### src/rtl/fetch_sequencer.sv
// Instruction fetch sequencer: issues one instruction-memory request at a time,
// captures the response and handles stall, redirect, trap and halt.
module fetch_sequencer #(
  parameter logic [31:0] RESET_VECTOR = 32'h0000_0000,
  parameter logic [31:0] TRAP_VECTOR  = 32'h0000_0100
) (
  input  logic        clock,
  input  logic        reset,
  input  logic        stall,
  input  logic        redirect_valid,
  input  logic [31:0] redirect_target,
  input  logic        trap,
  input  logic        halt,
  output logic        imem_req,
  output logic [31:0] imem_addr,
  input  logic        imem_ready,
  input  logic        imem_rvalid,
  input  logic [31:0] imem_rdata,
  output logic        instr_valid,
  output logic [31:0] instr,
  output logic [31:0] instr_pc,
  output logic        halted
);

  typedef enum logic [2:0] {
    S_IDLE   = 3'd0,
    S_REQ    = 3'd1,
    S_WAIT   = 3'd2,
    S_HOLD   = 3'd3,
    S_HALTED = 3'd4
  } state_e;

  state_e      state_q, state_d;
  logic [31:0] pc_q, pc_d;
  logic        flush_q, flush_d;
  logic        halt_pend_q, halt_pend_d;
  logic        instr_valid_q, instr_valid_d;
  logic [31:0] instr_q, instr_d;
  logic [31:0] instr_pc_q, instr_pc_d;

  logic        flow_change;
  logic [31:0] new_pc;
  logic        accept;
  logic        consumed;
  logic        halt_now;

  assign flow_change = trap | redirect_valid;
  assign new_pc      = trap ? TRAP_VECTOR : (redirect_target & 32'hFFFF_FFFC);
  // A stale response left over from a reset blocks new requests until it drains.
  assign accept      = (state_q == S_REQ) && !flush_q && imem_ready;
  assign consumed    = instr_valid_q && !stall;
  assign halt_now    = halt_pend_q | halt;

  always_ff @(posedge clock) begin
    if (reset) begin
      state_q       <= S_IDLE;
      pc_q          <= RESET_VECTOR;
      flush_q       <= (state_q == S_WAIT) && !imem_rvalid;
      halt_pend_q   <= 1'b0;
      instr_valid_q <= 1'b0;
      instr_q       <= 32'h0;
      instr_pc_q    <= 32'h0;
    end else begin
      state_q       <= state_d;
      pc_q          <= pc_d;
      flush_q       <= flush_d;
      halt_pend_q   <= halt_pend_d;
      instr_valid_q <= instr_valid_d;
      instr_q       <= instr_d;
      instr_pc_q    <= instr_pc_d;
    end
  end

  always_comb begin
    state_d       = state_q;
    pc_d          = pc_q;
    flush_d       = flush_q;
    halt_pend_d   = halt_pend_q;
    instr_valid_d = instr_valid_q;
    instr_d       = instr_q;
    instr_pc_d    = instr_pc_q;
    unique case (state_q)
      S_IDLE: begin
        if (consumed) instr_valid_d = 1'b0;
        if (flush_q && imem_rvalid) flush_d = 1'b0;
        if (flow_change) begin
          pc_d          = new_pc;
          instr_valid_d = 1'b0;
          state_d       = S_REQ;
        end else if (halt) begin
          instr_valid_d = 1'b0;
          state_d       = S_HALTED;
        end else begin
          state_d = S_REQ;
        end
      end
      S_REQ: begin
        if (consumed) instr_valid_d = 1'b0;
        if (flush_q && imem_rvalid) flush_d = 1'b0;
        if (flow_change) begin
          pc_d          = new_pc;
          instr_valid_d = 1'b0;
          // Accepted in the same cycle: its response belongs to the old path.
          if (accept) begin
            flush_d = 1'b1;
            state_d = S_WAIT;
          end
        end else if (halt) begin
          instr_valid_d = 1'b0;
          if (accept) begin
            halt_pend_d = 1'b1;
            state_d     = S_WAIT;
          end else begin
            state_d = S_HALTED;
          end
        end else if (accept) begin
          state_d = S_WAIT;
        end
      end
      S_WAIT: begin
        if (consumed) instr_valid_d = 1'b0;
        if (flow_change) begin
          pc_d          = new_pc;
          instr_valid_d = 1'b0;
          if (imem_rvalid) begin
            flush_d = 1'b0;
            state_d = halt_pend_q ? S_HALTED : S_REQ;
          end else begin
            flush_d = 1'b1;
          end
        end else begin
          if (halt) halt_pend_d = 1'b1;
          if (imem_rvalid) begin
            if (flush_q) begin
              flush_d = 1'b0;
              state_d = halt_now ? S_HALTED : S_REQ;
            end else begin
              instr_d       = imem_rdata;
              instr_pc_d    = pc_q;
              instr_valid_d = 1'b1;
              pc_d          = pc_q + 32'd4;
              // A pending halt parks in HOLD so the instruction is seen before stopping.
              state_d       = (stall || halt_now) ? S_HOLD : S_REQ;
            end
          end
        end
      end
      S_HOLD: begin
        if (flow_change) begin
          pc_d          = new_pc;
          instr_valid_d = 1'b0;
          state_d       = S_REQ;
        end else begin
          if (halt) halt_pend_d = 1'b1;
          if (!stall) begin
            instr_valid_d = 1'b0;
            state_d       = halt_now ? S_HALTED : S_REQ;
          end
        end
      end
      S_HALTED: begin
        instr_valid_d = 1'b0;
      end
      default: begin
        state_d = S_IDLE;
      end
    endcase
  end

  always_comb begin
    imem_req    = (state_q == S_REQ) && !flush_q;
    imem_addr   = pc_q;
    halted      = (state_q == S_HALTED);
    instr_valid = instr_valid_q;
    instr       = instr_q;
    instr_pc    = instr_pc_q;
  end

endmodule
### config.mk
export PLATFORM = sky130hd
export DESIGN_NAME = fetch_sequencer
export DESIGN_NICKNAME = d
export VERILOG_FILES = /design/src/rtl/fetch_sequencer.sv
export SDC_FILE = /design/constraint.sdc
export NUM_CORES = 1
export LEC_CHECK = 0
export CORE_ASPECT_RATIO = 1.4
export CORE_UTILIZATION = 40
export CTS_BUF_LIST = sky130_fd_sc_hd__clkbuf_4 sky130_fd_sc_hd__clkbuf_8
export DETAILED_ROUTE_END_ITERATION = 10
export PLACE_DENSITY = 0.73
export SLEW_MARGIN = 0
export SYNTH_ARGS = -nofsm -noshare
export SYNTH_HDL_FRONTEND = slang
export SYNTH_SLANG_ARGS = --single-unit
### constraint.sdc
create_clock -name clock -period 5 [get_ports clock]
set_input_delay 0.75 -clock clock [delete_from_list [all_inputs] [get_ports clock]]
set_output_delay 0.75 -clock clock [all_outputs]
set_load 0.005 [all_outputs]
---- Word-level counts from Yosys, hierarchy flattened ----
Index checks and enable logic that the tools add are counted.
storage, ports and cells
  register bits ........................... 102
  input port bits ......................... 72
  output and inout bits ................... 99
  word-level logic and storage cells ...... 96
operators by class
  $add $sub $neg .......................... 1
  equal/unequal tests ..................... 15
  multiplexer cells ....................... 45
  bitwise gates (word level) .............. 5
  reductions and logical operators ........ 23
operators with widths
  cell                   count
  $mux 32                5
  $pmux 32 s2            1
  $mux 3                 14
  $add 32x3->32 const B  1
  $mux 1                 20
  $pmux 3 s5             1
  $ne 2x2->1 const B     5
  $ne 3x3->1 const B     3
  $reduce_and 4->1       2
  $reduce_bool 4->1      2
  $eq 3x2->1 const B     2
  $reduce_and 6->1       1
  $logic_and 1x1->1      5
  $ne 2x1->1 const B     2
  $ne 4x4->1 const B     1
  $pmux 1 s4             1
  $reduce_and 2->1       2
  $reduce_bool 2->1      2
  $reduce_or 2->1        2
  $eq 3x1->1 const B     1
  $eq 3x3->1 const B     1
  $logic_not 1->1        3
  $logic_not 3->1        1
  $not 1->1              3
  7 further kinds        8

---- Longest topological paths before layout ----
  depth after elaboration ................. 7
  mapped depth ............................ 8
  gate-level depth less buffers ........... 6

---- Least setup slack after synthesis ----
Ideal clock, no wire load.
  path kind ............................... input to register
  start ................................... in trap
  end ..................................... reg pc_q[22] (netlist: imem_addr[22])
  setup time .............................. 124 ps
  arrival ................................. 2,169 ps
  required time ........................... 4,876 ps
  slack ................................... 2,708 ps
  cell stages on the path ................. 7
  buffers on the path ..................... 2
  path through ............................ clkbuf_1 -> or2_2 -> nor3_1 -> clkbuf_1 -> nand2_1 -> o31ai_1 -> a21oi_1
between the ends
  longest elaborated chain between the ends .. 3
  elaborated cells on any way between the ends .. 9
  classes of those cells .................. eq/ne (3); mux (4); bitwise (1); reduce/logical (1)
RTL lines
  what                                                              RTL line  text
  start: declaration                                                12        input logic trap,
  $or 1x1->1 / $mux 32 (equally long branches)                      47, 48
  $ne 3x3->1 (no line) (tied with other cells)                      -
  $reduce_and 4->1 (no line) / $pmux 32 s2 (equally long branches)  -
  end signal: assignment                                            65        pc_q <= pc_d;
  end: declaration                                                  34        logic [31:0] pc_q, pc_d;
Parallel ways exist; a longest one is shown, timed or not. The select of a mux whose other input is x is not followed.
A chain may end at the register's enable or synchronous reset.

---- Worst setup path in the final report ----
  start ................................... in imem_rvalid
  end ..................................... reg pc_q[26] (netlist: imem_addr[26])
between the ends
  longest elaborated chain between the ends .. 2
RTL lines
  what                        RTL line  text
  start: declaration          17        input logic imem_rvalid,
  $ne 3x3->1 (no line)        -
  $reduce_and 4->1 (no line)  -
Every way passes these cells.

==> flow_summary.toml <==
[timing]
final_max_slew_viol_count = 0
timing.hold.ws_ns = 0.456
setup-violations-final = 0
hold_fails_final_rpt = 0
timing.slew.headroom_pct = 24.1
min_period_over_period_pct = 62.3
fmaxAchievable_ghz = 0.321
period_minus_slack_ns = 3.12
clock-skew-final_ns = 0.00863
finalWorstSetupSlack_ns = 1.88
worst_margin_slew_ns = 1.14
rsz0062_at_grt = "no"
timing.setup.tns_ns = 0

[setup_path]
critical_path_arrival_ns = 3.42
critical_path.endpoint_type = "flop"
crit_required_ns = 5.30
cp_max_fo = 34
critPathLaunchType = "input port"
timing_worst_setup_path_type = "input port to flop"

[die]
design.core.area_sq_mm = 0.0113
dieArea_sq_mm = 0.0121
ios = 171
chip_height_um = 130
die_width_um = 93.3
starting_density_of_the_core_pct = 41.1
row_count = 46

[clock_tree]
tritoncts_num_sinks = 98
cts_hold_buf = 0
clock_root_buffer_master = "clkbuf_8"
clock_latency_late_sink_ns = 0.37
ctsLongestPathBuffers = 2
post_cts.repair.setup_buffers = 0
cts-buffers-inserted = 9
cts_repair_resize_count = 0
htreeDepth = 3
cts.reportedPaths.clkPinSlew_ns = 0.10
cts_tree = "yes"

[worst_hold_path]
worst_hold_check_path_type = "flop to flop"

[cells_and_area]
area_growth_syn_to_layout_pct = 40.2
fillerInstances = 1062
antenna_cells = 0
design.final.nets = 828
layout-drive-gt1-share_pct = 5.26

[status]
result_of_the_run = "complete, no violations"

[route]
routed_wirelength_mm = 14.8
drt_first_pass_iters = 6
drc_markers = 0
drt.antenna.violating_nets = 0
vias = 5071
routedWlPerCell_um = 16.3
routed_via_density = 5.61
drt-initial-drc-count = 316

[placed_design]
gp_routability_congestion = 0.861
port_buffers = 164
detailedPlace.worstSlack_ns = 1.47
dp.final_hpwl_mm = 10.5

[synth]
yosys.cell_types.count = 64
post_synth_mux_area_share_pct = 0.483
synth_xor_xnor_area_share_pct = 0.376
yosys.area_share.adder_pct = 0.268
async_flop_share_pct = 0
syn_area_sq_mm = 0.00466
synth-compound-area-share_pct = 24.1
yosys_warning_count = 0
yosysTopAreaCell = "dfxtp_1"
synth_simple_gate_area_share_pct = 27.3
most_used_standard_cell_by_instance_count_after_synthesis = "nand2_1"
synth.top_cell.area_share_pct = 41.6
post_synth_edffs = 1
ys_ff_latch = 98
synth-seq-area-share_pct = 42.3
synth_top_family_by_area = "simple AND/OR/NAND/NOR gates"
synth.cells.most_frequent = "nand2_1 (154), dfxtp_1 (97), a21oi_1 (82)"
post_synth_inst_count = 617
yosys_most_used_dff = "dfxtp_1"
synthesis.area_per_instance_sq_um = 7.56
ys_top_cells_by_area = "dfxtp_1 (42%), nand2_1 (12%), a21oi_1 (8.8%)"

[pwr]
pwr_density_cell_mw_per_mm2 = 244
worst_ir_drop_vdd_mv = 0.170
post-layout-total-power_w = 0.00159
p_leak_nw = 2.21

[global_route]
grt_pass1_wl_mm = 23.2
grt_antenna_before_repair = 0
grt_max_degree = 45
grt_overflow = 0
grt_util_all_layers_pct = 24.3
grt_pass1_vias = 4774

[job]
max-cap-violations = 0
path summary, 6_finish.rpt:
path | start | end | slack [ns] | cells past startpoint
max | imem_rvalid | imem_addr[26] | 1.88 | 6
min | instr_pc[10] | instr_pc[10] | 0.46 | 2
max reg2reg | flush_q | imem_addr[26] | 2.37 | 5
min reg2reg | instr_pc[10] | instr_pc[10] | 0.46 | 2
worst max-delay path, stage by stage:
cell and delay, ns:
clkdlybuf4s50_1 0.60, nor4bb_1 0.48, nand3_2 0.65, buf_4 0.50, o31a_1 0.30, o21ai_0 0.12
per-layer routing:
metal	up-vias	wire length, um	global-route usage, %
li1	2444	-	-
met1	2394	5830	27.8
met2	201	7540	42.0
met3	32	891	5.42
met4	0	487	13.3
met5	-	0	0
registers in the layout, summed over array words and instances (netlist names):
signal and flops:
halt_pend_q 1, state_q 3, instr 32, instr_pc 30, imem_addr 30, instr_valid 1
flush_q 1
placed cells by master, fill, tap and decap left out, types with 6 or more instances in the layout:
master / Yosys / routed
clkdlybuf4s50_1: 0 / 163
and3_1: 9 / 9
nor2_1: 38 / 38
inv_1: 12 / 12
dfxtp_1: 97 / 97
clkbuf_8: 0 / 9
nand4_1: 11 / 11
o211ai_1: 7 / 7
nand3_1: 15 / 14
nand2_1: 154 / 154
nor3_1: 8 / 7
o21ai_0: 31 / 31
a21oi_1: 82 / 82
o21a_1: 6 / 6
stage by stage:
stage / utilization (%) / area, sq um / std cells
floorplan: - / 4670 / 620
global placement: 55.9 / 6340 / 888
detailed placement: 55.9 / 6340 / 888
CTS: 57.7 / 6540 / 904
global route: 57.7 / 6540 / 904
finish: 57.7 / 6540 / 904
power breakdown:
group          total (W)  switching [W]  internal [W]  leakage (nW)
combinational   0.000225       0.000103      0.000122          1.31
sequential      0.000846      0.0000439      0.000802         0.797
clock           0.000522       0.000283      0.000238         0.100
total            0.00159       0.000430       0.00116          2.21
cell type report:
type | instances | area [sq um] | share of cell area, %
Inverter | 12 | 45.0 | 0.689
Clock inverter | 6 | 65.1 | 0.995
Clock buffer | 10 | 131 | 2.01
Sequential cell | 98 | 1970 | 30.2
Multi-Input combinational cell | 465 | 2470 | 37.8
Timing Repair Buffer | 169 | 1670 | 25.6
Tap cell | 144 | 180 | 2.76
cell families (layout without fill, tap and decap cells):
| family | after synthesis | count (layout) |
|---|---|---|
| AO/OA/AOI/OAI | 182 | 182 |
| AND/OR/NAND/NOR | 274 | 274 |
| other | 1 | 4 |
| flip-flops | 98 | 98 |
| XOR/XNOR | 2 | 2 |
| adder cells (fa/ha/maj) | 1 | 1 |
| multiplexers | 2 | 2 |
| buffers and inverters | 57 | 197 |
(Power assumes the default switching activity.)
